--- config.mk ---
export PLATFORM = sky130hd
export DESIGN_NAME = uart_file_loader
export DESIGN_NICKNAME = d
export VERILOG_FILES = /design/src/rtl/uart_file_loader.sv
export SDC_FILE = /design/constraint.sdc
export NUM_CORES = 1
export LEC_CHECK = 0
export CAP_MARGIN = 10
export CELL_PAD_IN_SITES_DETAIL_PLACEMENT = 1
export CELL_PAD_IN_SITES_GLOBAL_PLACEMENT = 2
export CORE_MARGIN = 3
export CORE_UTILIZATION = 30
export DETAILED_ROUTE_END_ITERATION = 7
export GPL_TIMING_DRIVEN = 1
export PLACE_DENSITY_LB_ADDON = 0.05
export SLEW_MARGIN = 20
export SYNTH_ARGS = -nofsm -noshare
export SYNTH_HDL_FRONTEND = slang
export SYNTH_SLANG_ARGS = --single-unit
--- constraint.sdc ---
create_clock -name clk -period 5.1 [get_ports clk]
set_input_delay 1.53 -clock clk [delete_from_list [all_inputs] [get_ports clk]]
set_output_delay 1.53 -clock clk [all_outputs]
set_load 0.01 [all_outputs]
--- src/rtl/uart_file_loader.sv ---
`default_nettype none
// +--------------------------------------------------------------------------+
// | Module      : uart_file_loader                                           |
// | Description : Drives the iob_uart register port to receive a length-     |
// |               prefixed file and writes it as 32-bit words to memory.     |
// |               Optional ACK/NAK byte enabled by UART_LOADER_ACK_EN.       |
// | Revision    : 1.0 - initial release                                      |
// +--------------------------------------------------------------------------+

`ifndef UART_CLK_FREQ
`define UART_CLK_FREQ 100000000
`endif
`ifndef UART_BAUD_RATE
`define UART_BAUD_RATE 115200
`endif

module uart_file_loader #(
    parameter int ADDR_W       = 32,
    parameter int MAX_SIZE     = 2**20,
    parameter int UART_DIV_VAL = `UART_CLK_FREQ / `UART_BAUD_RATE
) (
    input  logic              clk,
    input  logic              resetn,
    input  logic              start,
    input  logic [ADDR_W-1:0] mem_base,
    output logic              busy,
    output logic              done,
    output logic              error,
    output logic [31:0]       file_size,
    output logic              uart_sel,
    output logic              uart_wr,
    output logic              uart_rd,
    output logic [2:0]        uart_addr,
    output logic [31:0]       uart_di,
    input  logic [31:0]       uart_do,
    output logic              mem_valid,
    output logic [ADDR_W-1:0] mem_addr,
    output logic [31:0]       mem_wdata,
    output logic [3:0]        mem_wstrb,
    input  logic              mem_ready
);

    localparam logic [2:0] c_ADDR_DIV        = 3'd1;
    localparam logic [2:0] c_ADDR_SOFT_RESET = 3'd2;
    localparam logic [2:0] c_ADDR_DATA       = 3'd3;
    localparam logic [2:0] c_ADDR_RXEN       = 3'd4;
    localparam logic [2:0] c_ADDR_READ_VALID = 3'd6;

    localparam logic [2:0] c_ST_IDLE  = 3'd0;
    localparam logic [2:0] c_ST_INIT  = 3'd1;
    localparam logic [2:0] c_ST_POLL  = 3'd2;
    localparam logic [2:0] c_ST_RDATA = 3'd3;
    localparam logic [2:0] c_ST_WRITE = 3'd4;
`ifdef UART_LOADER_ACK_EN
    localparam logic [2:0] c_ADDR_WRITE_WAIT = 3'd0;
    localparam logic [2:0] c_ST_ACK_POLL     = 3'd5;
    localparam logic [2:0] c_ST_ACK_WR       = 3'd6;
    logic r_nak;
`endif

    logic [2:0]  r_state;
    logic [1:0]  r_step;
    logic        r_phase;
    logic [7:0]  r_rdata;
    logic        r_in_size;
    logic [31:0] r_bytes;

    logic [31:0] w_size_full;
    logic [31:0] w_bytes_nxt;
    logic [1:0]  w_lane;
    logic        w_unused_do;

    assign w_size_full = {r_rdata, file_size[23:0]};
    assign w_bytes_nxt = r_bytes + 32'd1;
    assign w_lane      = r_bytes[1:0];
    assign w_unused_do = ^uart_do[31:8];

    always_ff @(posedge clk) begin
        if (!resetn) begin
            r_state   <= c_ST_IDLE;
            r_step    <= 2'd0;
            r_phase   <= 1'b0;
            r_rdata   <= 8'd0;
            r_in_size <= 1'b0;
            r_bytes   <= 32'd0;
            busy      <= 1'b0;
            done      <= 1'b0;
            error     <= 1'b0;
            file_size <= 32'd0;
            uart_sel  <= 1'b0;
            uart_wr   <= 1'b0;
            uart_rd   <= 1'b0;
            uart_addr <= 3'd0;
            uart_di   <= 32'd0;
            mem_valid <= 1'b0;
            mem_addr  <= '0;
            mem_wdata <= 32'd0;
            mem_wstrb <= 4'd0;
`ifdef UART_LOADER_ACK_EN
            r_nak     <= 1'b0;
`endif
        end else begin
            done  <= 1'b0;
            error <= 1'b0;
            case (r_state)
                c_ST_IDLE: begin
                    if (start) begin
                        r_state   <= c_ST_INIT;
                        r_step    <= 2'd0;
                        r_bytes   <= 32'd0;
                        r_in_size <= 1'b1;
                        busy      <= 1'b1;
                        file_size <= 32'd0;
                        mem_addr  <= mem_base;
                        mem_wdata <= 32'd0;
                        mem_wstrb <= 4'd0;
                        uart_sel  <= 1'b1;
                        uart_wr   <= 1'b1;
                        uart_addr <= c_ADDR_SOFT_RESET;
                        uart_di   <= 32'd1;
                    end
                end
                c_ST_INIT: begin
                    r_step <= r_step + 2'd1;
                    case (r_step)
                        2'd0: begin
                            uart_addr <= c_ADDR_SOFT_RESET;
                            uart_di   <= 32'd0;
                        end
                        2'd1: begin
                            uart_addr <= c_ADDR_DIV;
                            uart_di   <= 32'(UART_DIV_VAL);
                        end
                        2'd2: begin
                            uart_addr <= c_ADDR_RXEN;
                            uart_di   <= 32'd1;
                        end
                        default: begin
                            uart_wr   <= 1'b0;
                            uart_rd   <= 1'b1;
                            uart_addr <= c_ADDR_READ_VALID;
                            uart_di   <= 32'd0;
                            r_phase   <= 1'b0;
                            r_state   <= c_ST_POLL;
                        end
                    endcase
                end
                c_ST_POLL: begin
                    r_phase <= ~r_phase;
                    if (!r_phase) begin
                        r_rdata <= uart_do[7:0];
                    end else if (r_rdata[0]) begin
                        uart_addr <= c_ADDR_DATA;
                        r_state   <= c_ST_RDATA;
                    end
                end
                c_ST_RDATA: begin
                    r_phase <= ~r_phase;
                    if (!r_phase) begin
                        r_rdata <= uart_do[7:0];
                    end else if (r_in_size) begin
                        file_size[{w_lane, 3'b000} +: 8] <= r_rdata;
                        r_bytes <= w_bytes_nxt;
                        uart_addr <= c_ADDR_READ_VALID;
                        r_state   <= c_ST_POLL;
                        if (w_lane == 2'd3) begin
                            r_bytes   <= 32'd0;
                            r_in_size <= 1'b0;
                            // Oversize or empty file ends the load without touching memory
                            if (w_size_full > 32'(MAX_SIZE) || w_size_full == 32'd0) begin
`ifdef UART_LOADER_ACK_EN
                                r_nak     <= (w_size_full != 32'd0);
                                uart_addr <= c_ADDR_WRITE_WAIT;
                                r_state   <= c_ST_ACK_POLL;
`else
                                uart_sel  <= 1'b0;
                                uart_rd   <= 1'b0;
                                uart_addr <= 3'd0;
                                busy      <= 1'b0;
                                done      <= (w_size_full == 32'd0);
                                error     <= (w_size_full != 32'd0);
                                r_state   <= c_ST_IDLE;
`endif
                            end
                        end
                    end else begin
                        mem_wdata[{w_lane, 3'b000} +: 8] <= r_rdata;
                        mem_wstrb[w_lane] <= 1'b1;
                        r_bytes <= w_bytes_nxt;
                        if (w_lane == 2'd3 || w_bytes_nxt == file_size) begin
                            uart_sel  <= 1'b0;
                            uart_rd   <= 1'b0;
                            uart_addr <= 3'd0;
                            mem_valid <= 1'b1;
                            r_state   <= c_ST_WRITE;
                        end else begin
                            uart_addr <= c_ADDR_READ_VALID;
                            r_state   <= c_ST_POLL;
                        end
                    end
                end
                c_ST_WRITE: begin
                    if (mem_ready) begin
                        mem_valid <= 1'b0;
                        mem_wdata <= 32'd0;
                        mem_wstrb <= 4'd0;
                        mem_addr  <= mem_addr + ADDR_W'(4);
                        if (r_bytes == file_size) begin
`ifdef UART_LOADER_ACK_EN
                            r_nak     <= 1'b0;
                            uart_sel  <= 1'b1;
                            uart_rd   <= 1'b1;
                            uart_addr <= c_ADDR_WRITE_WAIT;
                            r_phase   <= 1'b0;
                            r_state   <= c_ST_ACK_POLL;
`else
                            busy      <= 1'b0;
                            done      <= 1'b1;
                            r_state   <= c_ST_IDLE;
`endif
                        end else begin
                            uart_sel  <= 1'b1;
                            uart_rd   <= 1'b1;
                            uart_addr <= c_ADDR_READ_VALID;
                            r_phase   <= 1'b0;
                            r_state   <= c_ST_POLL;
                        end
                    end
                end
`ifdef UART_LOADER_ACK_EN
                c_ST_ACK_POLL: begin
                    r_phase <= ~r_phase;
                    if (!r_phase) begin
                        r_rdata <= uart_do[7:0];
                    end else if (!r_rdata[0]) begin
                        uart_rd   <= 1'b0;
                        uart_wr   <= 1'b1;
                        uart_addr <= c_ADDR_DATA;
                        uart_di   <= r_nak ? 32'h15 : 32'h06;
                        r_state   <= c_ST_ACK_WR;
                    end
                end
                c_ST_ACK_WR: begin
                    uart_sel  <= 1'b0;
                    uart_wr   <= 1'b0;
                    uart_addr <= 3'd0;
                    uart_di   <= 32'd0;
                    busy      <= 1'b0;
                    done      <= ~r_nak;
                    error     <= r_nak;
                    r_state   <= c_ST_IDLE;
                end
`endif
                default: r_state <= c_ST_IDLE;
            endcase
        end
    end

endmodule

`default_nettype wire

==> flow_results.org <==
** Cells and area
- P&R area growth vs syn :: 28.2%
- Area occupied by multi-input gates :: 4920 sq um
- Filler instances :: between 3,000 and 4,000
- 0 antenna diodes ended up in the layout.
- Of the cells placed in the final design, the portion with a size suffix greater than 1 is under 10%.
- Summing all flip-flop and latch instances after layout gives 3180 sq um.
- Post-layout net count :: between 1,000 and 1,500

** Power and ir drop
- Max VDD drop :: between 0.0002 and 0.00025 V
- Power spread over the standard cell area amounts to a little over 300 nW/um^2.
- For this design the static power due to leakage is 3.70 nW.

** Yosys
- Primary flip-flop cell chosen by synthesis mapping :: dfxtp_1
- Averaged over all synthesized cells, the footprint is approximately 7.6 sq um.
- Number of register bits inferred by synthesis :: 159
- Sequential cells were found to cover a little under two fifths of the synthesized design area.
- The synthesized netlist occupies a cell area of between 8000 and 9000 sq um.
- Post-Synthesis Cells :: roughly 1,100
- Counting flops with an async set or reset pin after synthesis yields a share of 0%.
- Distinct cells, synth :: 68
- Yosys warning total :: 0
- Post-synth EDFFs :: 0

** Floorplanning
- Count of pins on the block boundary :: 210
- The die covers 30,700 sq um.
- Area of the core :: between 20,000 and 30,000 sq um
- For this configuration, the core starts out at a cell density of between 30% and 40%.
- The initialized floorplan defines 61 standard-cell rows.
- Measured along the y axis, the die boundary spans around 180 microns.
- Die Width :: ~180 microns

** Routing
- Per-cell via count in the routed design :: about 5.2
- Post-route antenna net violation count :: 0
- The pre-antenna-repair detailed-routing pass consisted of 5 iterations.
- Total wirelength of the detailed-routed design :: 33,000 microns
- Remaining routing DRC violations :: 0
- In this run, the number of DRC markers left after iteration 0 of detailed routing was ~490.
- After detailed routing, the average wire length per cell comes to 20.2 microns.
- Number of vias after detailed routing :: between 8,000 and 9,000

** Status
- Run status :: complete, no violations

** Timing
- The final-report hold violation count was 0.
- Setup repair after global routing left no endpoint under its margin.
- The worst pin sits at a relative slew slack of a little over a third.
- Post-route clock skew :: 17.0 ps
- Count of final max-slew check failures :: 0
- Tcrit/Tclk final :: roughly three quarters
- Final setup violation count :: 0
- Timing would allow up to around 0.27 GHz.
- Worst Max-Slew Pin Slew :: ~960 ps
- Setup total negative slack on the finished layout was measured at 0 ps.
- Counting I/O delays and the setup requirement, the final critical path takes around 3800 ps.
- Setup slack of the critical path after layout :: 1330 ps

** Worst setup path
- The kind of cell with the highest combined delay along the critical path is compound AO/OA/AOI/OAI gates.
- For this design, the slowest cell found on the critical path is dfxtp_1.
- Data arrives at the worst endpoint at roughly 4100 ps.
- CP endpoint kind :: register
- Critical Path, Cell by Cell :: ha_1 -> buf_4 -> nand3_1 -> nor2_1 -> buf_4 -> nand4b_1 -> a211oi_1 -> a211oi_1 -> o22ai_1 -> nor4_1 -> o31a_1 -> o21a_1
- Together, buffers and inverters on the worst path number 2.
- The critical path is of the reg2reg type.
- Data required time at the worst endpoint :: around 5400 ps
- Biggest fanout along the worst timing path :: 14
- Worst path max stage delay :: ~610 ps
- The worst setup path is launched from a register.

** Placed design
- Port-buffer cells :: ~160
- Worst slack after detailed placement :: around 1000 ps
- The congestion estimate from routability-driven global placement came to 0.836.
- Detailed placement finished with a half-perimeter wire length of about 24,000 microns.

** Clocking
- Clock-pin slew was measured on the worst setup and hold paths at 70 ps.
- Number of buffers inserted during clock tree synthesis :: 17
- Counting every sink on the clock net gives ~160.
- Once the clock tree was built, the setup fixing pass inserted 0 buffers.
- CTS built an H-tree with a depth of 4.
- Maximum buffer depth of the clock tree :: 2
- For the worst-skew pair, the clock arrives at the later sink with an insertion delay of ~440 ps.
- Buffers inserted to repair hold after CTS numbered 0.
- Clock Root Buffer :: clkbuf_16
- TritonCTS clock tree :: yes
- Count of instances resized after the clock tree is built :: 0

** Global routing
- The via count of the first global-routing pass was approximately 8,500.
- Entering global routing, the biggest net connects 70 pins.
- Initial antenna violation count :: 0
- First-pass GRT wire length :: roughly 50,000 microns
- Total congestion overflow after global routing :: 0
- Global routing used 21.2% of the available tracks.

** Run
- Max Cap Violations :: 0

** Min path
- The worst hold path belongs to the class reg2reg.
## layout by cell type, fill, tap and decap left out, types with 17 or more instances in the layout
cell             netlist  layout
nor4_1                27      27
xnor2_1               51      51
a21oi_1              127     127
clkdlybuf4s50_1        0     159
buf_4                 32      22
nor2_1               140     139
o21ai_0               38      38
nand4_1               22      22
xor2_1                22      22
nor3_1                17      17
dfxtp_1              159     158
nand2_1              136     136
o22ai_1               19      19
nand3_1               75      75
conb_1                 1      26
a211oi_1              23      23
clkbuf_16              0      17
## kinds of logic (layout without fill, tap and decap cells)
family | count (synthesis) | in the layout | share of synthesized area [%]
AOI/OAI and AO/OA | 260 | 260 | 18.2
xor gates and xnor gates | 73 | 73 | 7.44
buffers and inverters | 124 | 230 | 6.91
other | 1 | 26 | 0.0437
and+or+nand+nor | 487 | 487 | 27.1
adders and majority gates | 9 | 9 | 1.31
muxes | 16 | 16 | 1.91
DFF | 159 | 159 | 37.1
## synthesized netlist by cell type, drive strengths merged, types with 6 or more instances
cell | count | area (sq um)
buf | 39 | 274
and3 | 11 | 68.8
inv | 15 | 56.3
nand3 | 76 | 393
nand2 | 136 | 510
nor3 | 17 | 85.1
clkbuf | 69 | 259
nor4 | 27 | 169
and2 | 7 | 43.8
xor2 | 22 | 193
dfxtp | 159 | 3180
o21ai | 42 | 214
nor2 | 140 | 526
nand2b | 9 | 56.3
xnor2 | 51 | 447
or4 | 7 | 57.6
a22oi | 9 | 67.6
ha | 9 | 113
or3 | 6 | 37.5
a21oi | 128 | 644
nand4 | 24 | 163
a211oi | 23 | 173
mux2i | 13 | 130
o22ai | 19 | 119
## sequential cells by signal, indices dropped and copies added (netlist names), 2 cells and up
name       count
mem_wstrb      4
r_bytes       32
mem_wdata     32
mem_addr      32
r_step         2
r_rdata        8
file_size     32
uart_di        2
r_state        3
uart_addr      3
## routing by layer
| metal | routed length (microns) | GRT usage, % | vias to the layer above |
|---|---|---|---|
| met5 | 0 | 0 | - |
| met4 | 416 | 4.79 | 0 |
| met3 | 1200 | 3.50 | 26 |
| met2 | 14900 | 33.3 | 170 |
| met1 | 16500 | 30.6 | 4204 |
| li1 | - | - | 4162 |
## through the flow
step / instance area (sq um) / util (%) / instances / power [W] / hold slack [ps]
floorplan: 8680 / - / 1154 / 0.00177 / 464
finish: 11000 / 39.3 / 1638 / 0.00336 / 456
global route: 11000 / 39.3 / 1638 / 0.00352 / 489
CTS: 11000 / 39.3 / 1638 / 0.00340 / 463
detailed placement: 10400 / 37.2 / 1606 / 0.00206 / 449
global placement: 10400 / 37.2 / 1606 / 0.00205 / 447
## final timing paths
kind                                   start                         end  slack [ps]  depth (start not counted)
setup / recovery     r_bytes[0]$_SDFFE_PN0P_        uart_rd$_SDFFE_PN0P_        1330                         12
hold / removal    mem_wdata[28]$_SDFFE_PN0P_  mem_wdata[28]$_SDFFE_PN0P_         460                          2
setup reg to reg     r_bytes[0]$_SDFFE_PN0P_        uart_rd$_SDFFE_PN0P_        1330                         12
hold reg to reg   mem_wdata[28]$_SDFFE_PN0P_  mem_wdata[28]$_SDFFE_PN0P_         460                          2
## cell type report
cell class,count,share of cell area [%]
inverter,16,0.568
tap,378,4.29
multi-input combinational,871,44.7
sequential,159,28.9
clock buffer,19,4.02
clock inverter,13,1.41
timing repair buffer,182,16.1
## where the power goes
group	switching, W	leakage [nW]	internal (W)
Clock	0.000588	0.279	0.000744
Sequential	0.0000852	1.29	0.00131
Combinational	0.000379	2.13	0.000254
## worst min-delay path, delay by kind of cell (launching register included)
kind	cells	cell delay, ps
AOI/OAI and AO/OA	1	50
DFF	1	310
and+or+nand+nor	1	50
Note: power is estimated with default switching activity, not from simulation.
